File: config.mk
export PLATFORM = sky130hd
export DESIGN_NAME = uart_rx
export DESIGN_NICKNAME = d
export VERILOG_FILES = /design/src/rtl/uart_rx.sv
export SDC_FILE = /design/constraint.sdc
export NUM_CORES = 1
export LEC_CHECK = 0
export CAP_MARGIN = 5
export CORE_MARGIN = 4
export CORE_UTILIZATION = 57
export DETAILED_ROUTE_END_ITERATION = 16
export PLACE_DENSITY = 0.79
export SLEW_MARGIN = 20
export SYNTH_ARGS = -nofsm -noshare
export SYNTH_HDL_FRONTEND = slang
export SYNTH_SLANG_ARGS = --single-unit
File: constraint.sdc
create_clock -name i_CLK -period 2.6 [get_ports i_CLK]
set_clock_uncertainty 0.05 [all_clocks]
set_input_delay 0.52 -clock i_CLK [delete_from_list [all_inputs] [get_ports i_CLK]]
set_output_delay 0.52 -clock i_CLK [all_outputs]
set_load 0.1 [all_outputs]
File: src/rtl/uart_rx.sv
// UART receiver, 8N1, LSB first, mid-bit sampling with framing-error detect.
// Ports: i_CLK, i_RST (sync, active-high), i_SERIAL in; o_DV, o_BYTE, o_FERR, o_BUSY out.
module uart_rx #(
    parameter int CLKS_PER_BIT = 10416
) (
    input  logic       i_CLK,
    input  logic       i_RST,
    input  logic       i_SERIAL,
    output logic       o_DV,
    output logic [7:0] o_BYTE,
    output logic       o_FERR,
    output logic       o_BUSY
);

    localparam int HALF_BIT = CLKS_PER_BIT / 2;
    localparam logic [13:0] HALF_M1 = 14'(HALF_BIT - 1);
    localparam logic [13:0] BIT_M1  = 14'(CLKS_PER_BIT - 1);

    typedef enum logic [2:0] {
        s_IDLE  = 3'd0,
        s_START = 3'd1,
        s_DATA  = 3'd2,
        s_STOP  = 3'd3,
        s_BREAK = 3'd4
    } state_t;

    state_t      r_STATE;
    logic        r_RX_META;
    logic        r_RX;
    logic [13:0] r_CNT;
    logic [2:0]  r_IDX;
    logic [7:0]  r_SHIFT;

    always_ff @(posedge i_CLK) begin
        if (i_RST) begin
            r_STATE   <= s_IDLE;
            r_RX_META <= 1'b1;
            r_RX      <= 1'b1;
            r_CNT     <= '0;
            r_IDX     <= '0;
            r_SHIFT   <= '0;
            o_BYTE    <= '0;
            o_DV      <= 1'b0;
            o_FERR    <= 1'b0;
            o_BUSY    <= 1'b0;
        end else begin
            r_RX_META <= i_SERIAL;
            r_RX      <= r_RX_META;
            o_DV      <= 1'b0;
            o_FERR    <= 1'b0;

            case (r_STATE)
                s_IDLE: begin
                    r_CNT <= '0;
                    r_IDX <= '0;
                    if (!r_RX) begin
                        r_STATE <= s_START;
                        o_BUSY  <= 1'b1;
                    end else begin
                        o_BUSY  <= 1'b0;
                    end
                end

                // Re-check the line at the middle of the start bit so short
                // glitches never start a frame.
                s_START: begin
                    if (r_CNT == HALF_M1) begin
                        r_CNT <= '0;
                        if (!r_RX) begin
                            r_STATE <= s_DATA;
                        end else begin
                            r_STATE <= s_IDLE;
                            o_BUSY  <= 1'b0;
                        end
                    end else begin
                        r_CNT <= r_CNT + 14'd1;
                    end
                end

                s_DATA: begin
                    if (r_CNT == BIT_M1) begin
                        r_CNT          <= '0;
                        r_SHIFT[r_IDX] <= r_RX;
                        if (r_IDX == 3'd7) begin
                            r_IDX   <= '0;
                            r_STATE <= s_STOP;
                        end else begin
                            r_IDX   <= r_IDX + 3'd1;
                        end
                    end else begin
                        r_CNT <= r_CNT + 14'd1;
                    end
                end

                // Leaving at mid stop bit gives half a bit of slack for the
                // next start edge in back-to-back traffic.
                s_STOP: begin
                    if (r_CNT == BIT_M1) begin
                        r_CNT <= '0;
                        if (r_RX) begin
                            o_BYTE  <= r_SHIFT;
                            o_DV    <= 1'b1;
                            r_STATE <= s_IDLE;
                            o_BUSY  <= 1'b0;
                        end else begin
                            o_FERR  <= 1'b1;
                            r_STATE <= s_BREAK;
                        end
                    end else begin
                        r_CNT <= r_CNT + 14'd1;
                    end
                end

                // Wait out a held-low line so it cannot look like a new start.
                s_BREAK: begin
                    r_CNT <= '0;
                    r_IDX <= '0;
                    if (r_RX) begin
                        r_STATE <= s_IDLE;
                        o_BUSY  <= 1'b0;
                    end
                end

                default: begin
                    r_STATE <= s_IDLE;
                    r_CNT   <= '0;
                    r_IDX   <= '0;
                    o_BUSY  <= 1'b0;
                end
            endcase
        end
    end

endmodule

==> out/metrics.cfg <==
[critical_path]
critical_path_class=register to register
startpoint_type=register
crit_fanout=14
required_ns=2.79
worstPathArrival_ns=2.48
endpoint_kind=register

[synth]
synth_seq_area_share_pct=43.0
async_reset_ff_share_pct=0
yosys_warnings=0
ys.flop_type=dfxtp_1
ys_ff_latch=41
synth_area_sq_mm=0.00191
mappedNetlistNets=215
synth_edf_count=0
ys_types=42
syn_area_per_cell_sq_um=9.14
syn_inst=209

[finish]
fillers=269
fin_nets=228
multi_input_area_sq_mm=0.00103
seq_area_sq_um=821
fin_util_pct=68.2
design_area_sq_mm=0.00213
layout.cells.non_filler=267
drive_gt1_share_pct=14.3
area_delta_synth_final_pct=11.7
diodes=0

[timing]
tns_ns=0
hold_slack_ns=0.370
max_freq_ghz=0.436
slew_violations=0
setup_ws_ns=0.309
timing.slew.headroom_pct=56.3
tightest_slew_ns=0.656
hold_violations=0
final-setup-viol-count=0
period_share_pct=88.1
rsz0062_at_grt=false
fin_crit_ns=2.29

[drt]
drtAntennaViolNets=0
vias=1518
via_per_inst=5.69
finalWirelength_um=3610
wl_per_cell_um=13.5
drt-pass1-iter-count=4
drc=0
drtIter0Drc=79

[cts]
insertion_delay_ns=0.36
hold_buffers=0
numCtsBuffers=5
h-tree-depth=2
cts.clk_slew.worst_paths_ns=0.12
ctsResizeCount=0
cts_sinks=41
root_buffer=clkbuf_4
cts_tree=done
post-cts-setup-buffers=0
clock_path_buffers=2

[power_and_ir_drop]
total_power_mw=1.11
vdd_drop_max_mv=0.278
p_leak_nw=0.804
power_per_cell_area_mw_per_mm2=521

[place]
place_congestion=0.820
hpwl_um=2590
placed_area_sq_mm=0.00205
placed_cells=259
io_buffers=13
post-place-ws_ns=0.323

[floorplan]
die_h_um=65.9
io_pins=14
die_area_sq_mm=0.00434
placementRows=20
die_w_um=65.9
core_sq_mm=0.00313
initial_core_util_pct=61.0

[worst_hold_path]
hold_path.class=register to register

[grt]
antenna_found_initial=0
grt_pass1_wl_um=6380
grt_max_degree=24
grt_pass1_vias=1389
grt_usage_pct=19.0
overflow=0

[flow_run]
maxCapViolations=0

[run_status]
status=finished, final reports clean

-- placed cells by master (no fill, tap or decap), types with 2 or more instances in the layout --
cell type	netlist	routed
nor4_1	5	5
nand3_1	11	11
buf_4	0	15
or3_1	2	2
or2_2	5	5
nor2b_1	3	3
nand2_1	11	11
clkdlybuf4s50_1	0	2
inv_1	3	3
or4_1	3	3
nand2b_1	21	21
nor3_1	9	9
nor2_1	19	19
or3b_2	2	2
ha_1	3	3
a21oi_1	7	7
mux2i_1	16	16
o21ai_0	6	6
clkbuf_4	0	5
xnor2_1	9	9
nand4b_1	2	2
dfxtp_1	41	41
and4_1	2	2
-- worst paths after layout --
kind                            startpoint  endpoint  slack (ns)  depth (start not counted)
worst max register to register    r_CNT[0]  r_CNT[2]        0.31                          5
worst min register to register   r_RX_META      r_RX        0.37                          1
worst max-delay path              r_CNT[0]  r_CNT[2]        0.31                          5
worst min-delay path             r_RX_META      r_RX        0.37                          1
-- flip-flops by register name (all words and copies together) (netlist names) --
name,flops
o_DV,1
o_BYTE,8
o_FERR,1
r_CNT,14
r_SHIFT,8
r_IDX,3
r_STATE,3
r_RX,1
o_BUSY,1
r_RX_META,1
-- layer usage --
metal | GRT usage, % | routed length (um) | vias to the layer above
li1 | - | - | 764
met1 | 23.5 | 1640 | 712
met2 | 31.0 | 1720 | 35
met3 | 4.25 | 170 | 7
met4 | 9.33 | 77 | 0
met5 | 0 | 0 | -
-- kinds of logic after synthesis --
| kind of cell | after synthesis | share of synthesized area, % |
|---|---|---|
| AOI/OAI and AO/OA | 23 | 8.00 |
| xor gates and xnor gates | 10 | 4.59 |
| muxes | 16 | 8.39 |
| adders and majority gates | 3 | 1.97 |
| buffers and inverters | 14 | 3.21 |
| and+or+nand+nor | 102 | 30.9 |
| DFF | 41 | 43.0 |
-- layout make-up --
type,count,share of cell area [%]
Multi-Input combinational cell,154,48.2
Sequential cell,41,38.5
Timing Repair Buffer,17,6.22
Clock buffer,7,2.58
Tap cell,44,2.58
Clock inverter,1,1.41
Inverter,3,0.528
-- critical path: stages (launching register included) --
cell      delay [ns]
dfxtp_1         0.43
ha_1            0.26
nand4b_1        0.11
or4_1           0.62
a22oi_2         0.58
nor2_1          0.12
-- cell usage after synthesis, drive strengths merged (2+ instances only) --
library cell / instances / area share [%]
clkbuf: 7 / 1.4
mux2i: 16 / 8.4
nand4b: 2 / 0.92
nand3: 11 / 2.9
or2: 5 / 1.6
a22oi: 2 / 1.0
nor2b: 3 / 0.98
or3: 2 / 0.66
nor2: 19 / 3.7
ha: 3 / 2.0
nand2: 11 / 2.2
inv: 3 / 0.59
and4: 2 / 0.92
nand4: 2 / 1.4
or4b: 2 / 1.2
or3b: 2 / 0.92
a21oi: 7 / 1.8
buf: 4 / 1.2
xnor2: 9 / 4.1
nor4: 5 / 1.6
or4: 3 / 1.2
dfxtp: 41 / 43
o21ai: 6 / 1.6
nor3: 9 / 2.4
nand2b: 21 / 6.9
-- power by group --
| part | internal, mW | switching (mW) | total [mW] | leakage (nW) |
|---|---|---|---|---|
| Clock | 0.230 | 0.208 | 0.438 | 0.0455 |
| Sequential | 0.631 | 0.00596 | 0.637 | 0.331 |
| Combinational | 0.0151 | 0.0206 | 0.0356 | 0.428 |
Note: power is estimated with default switching activity, not from simulation.
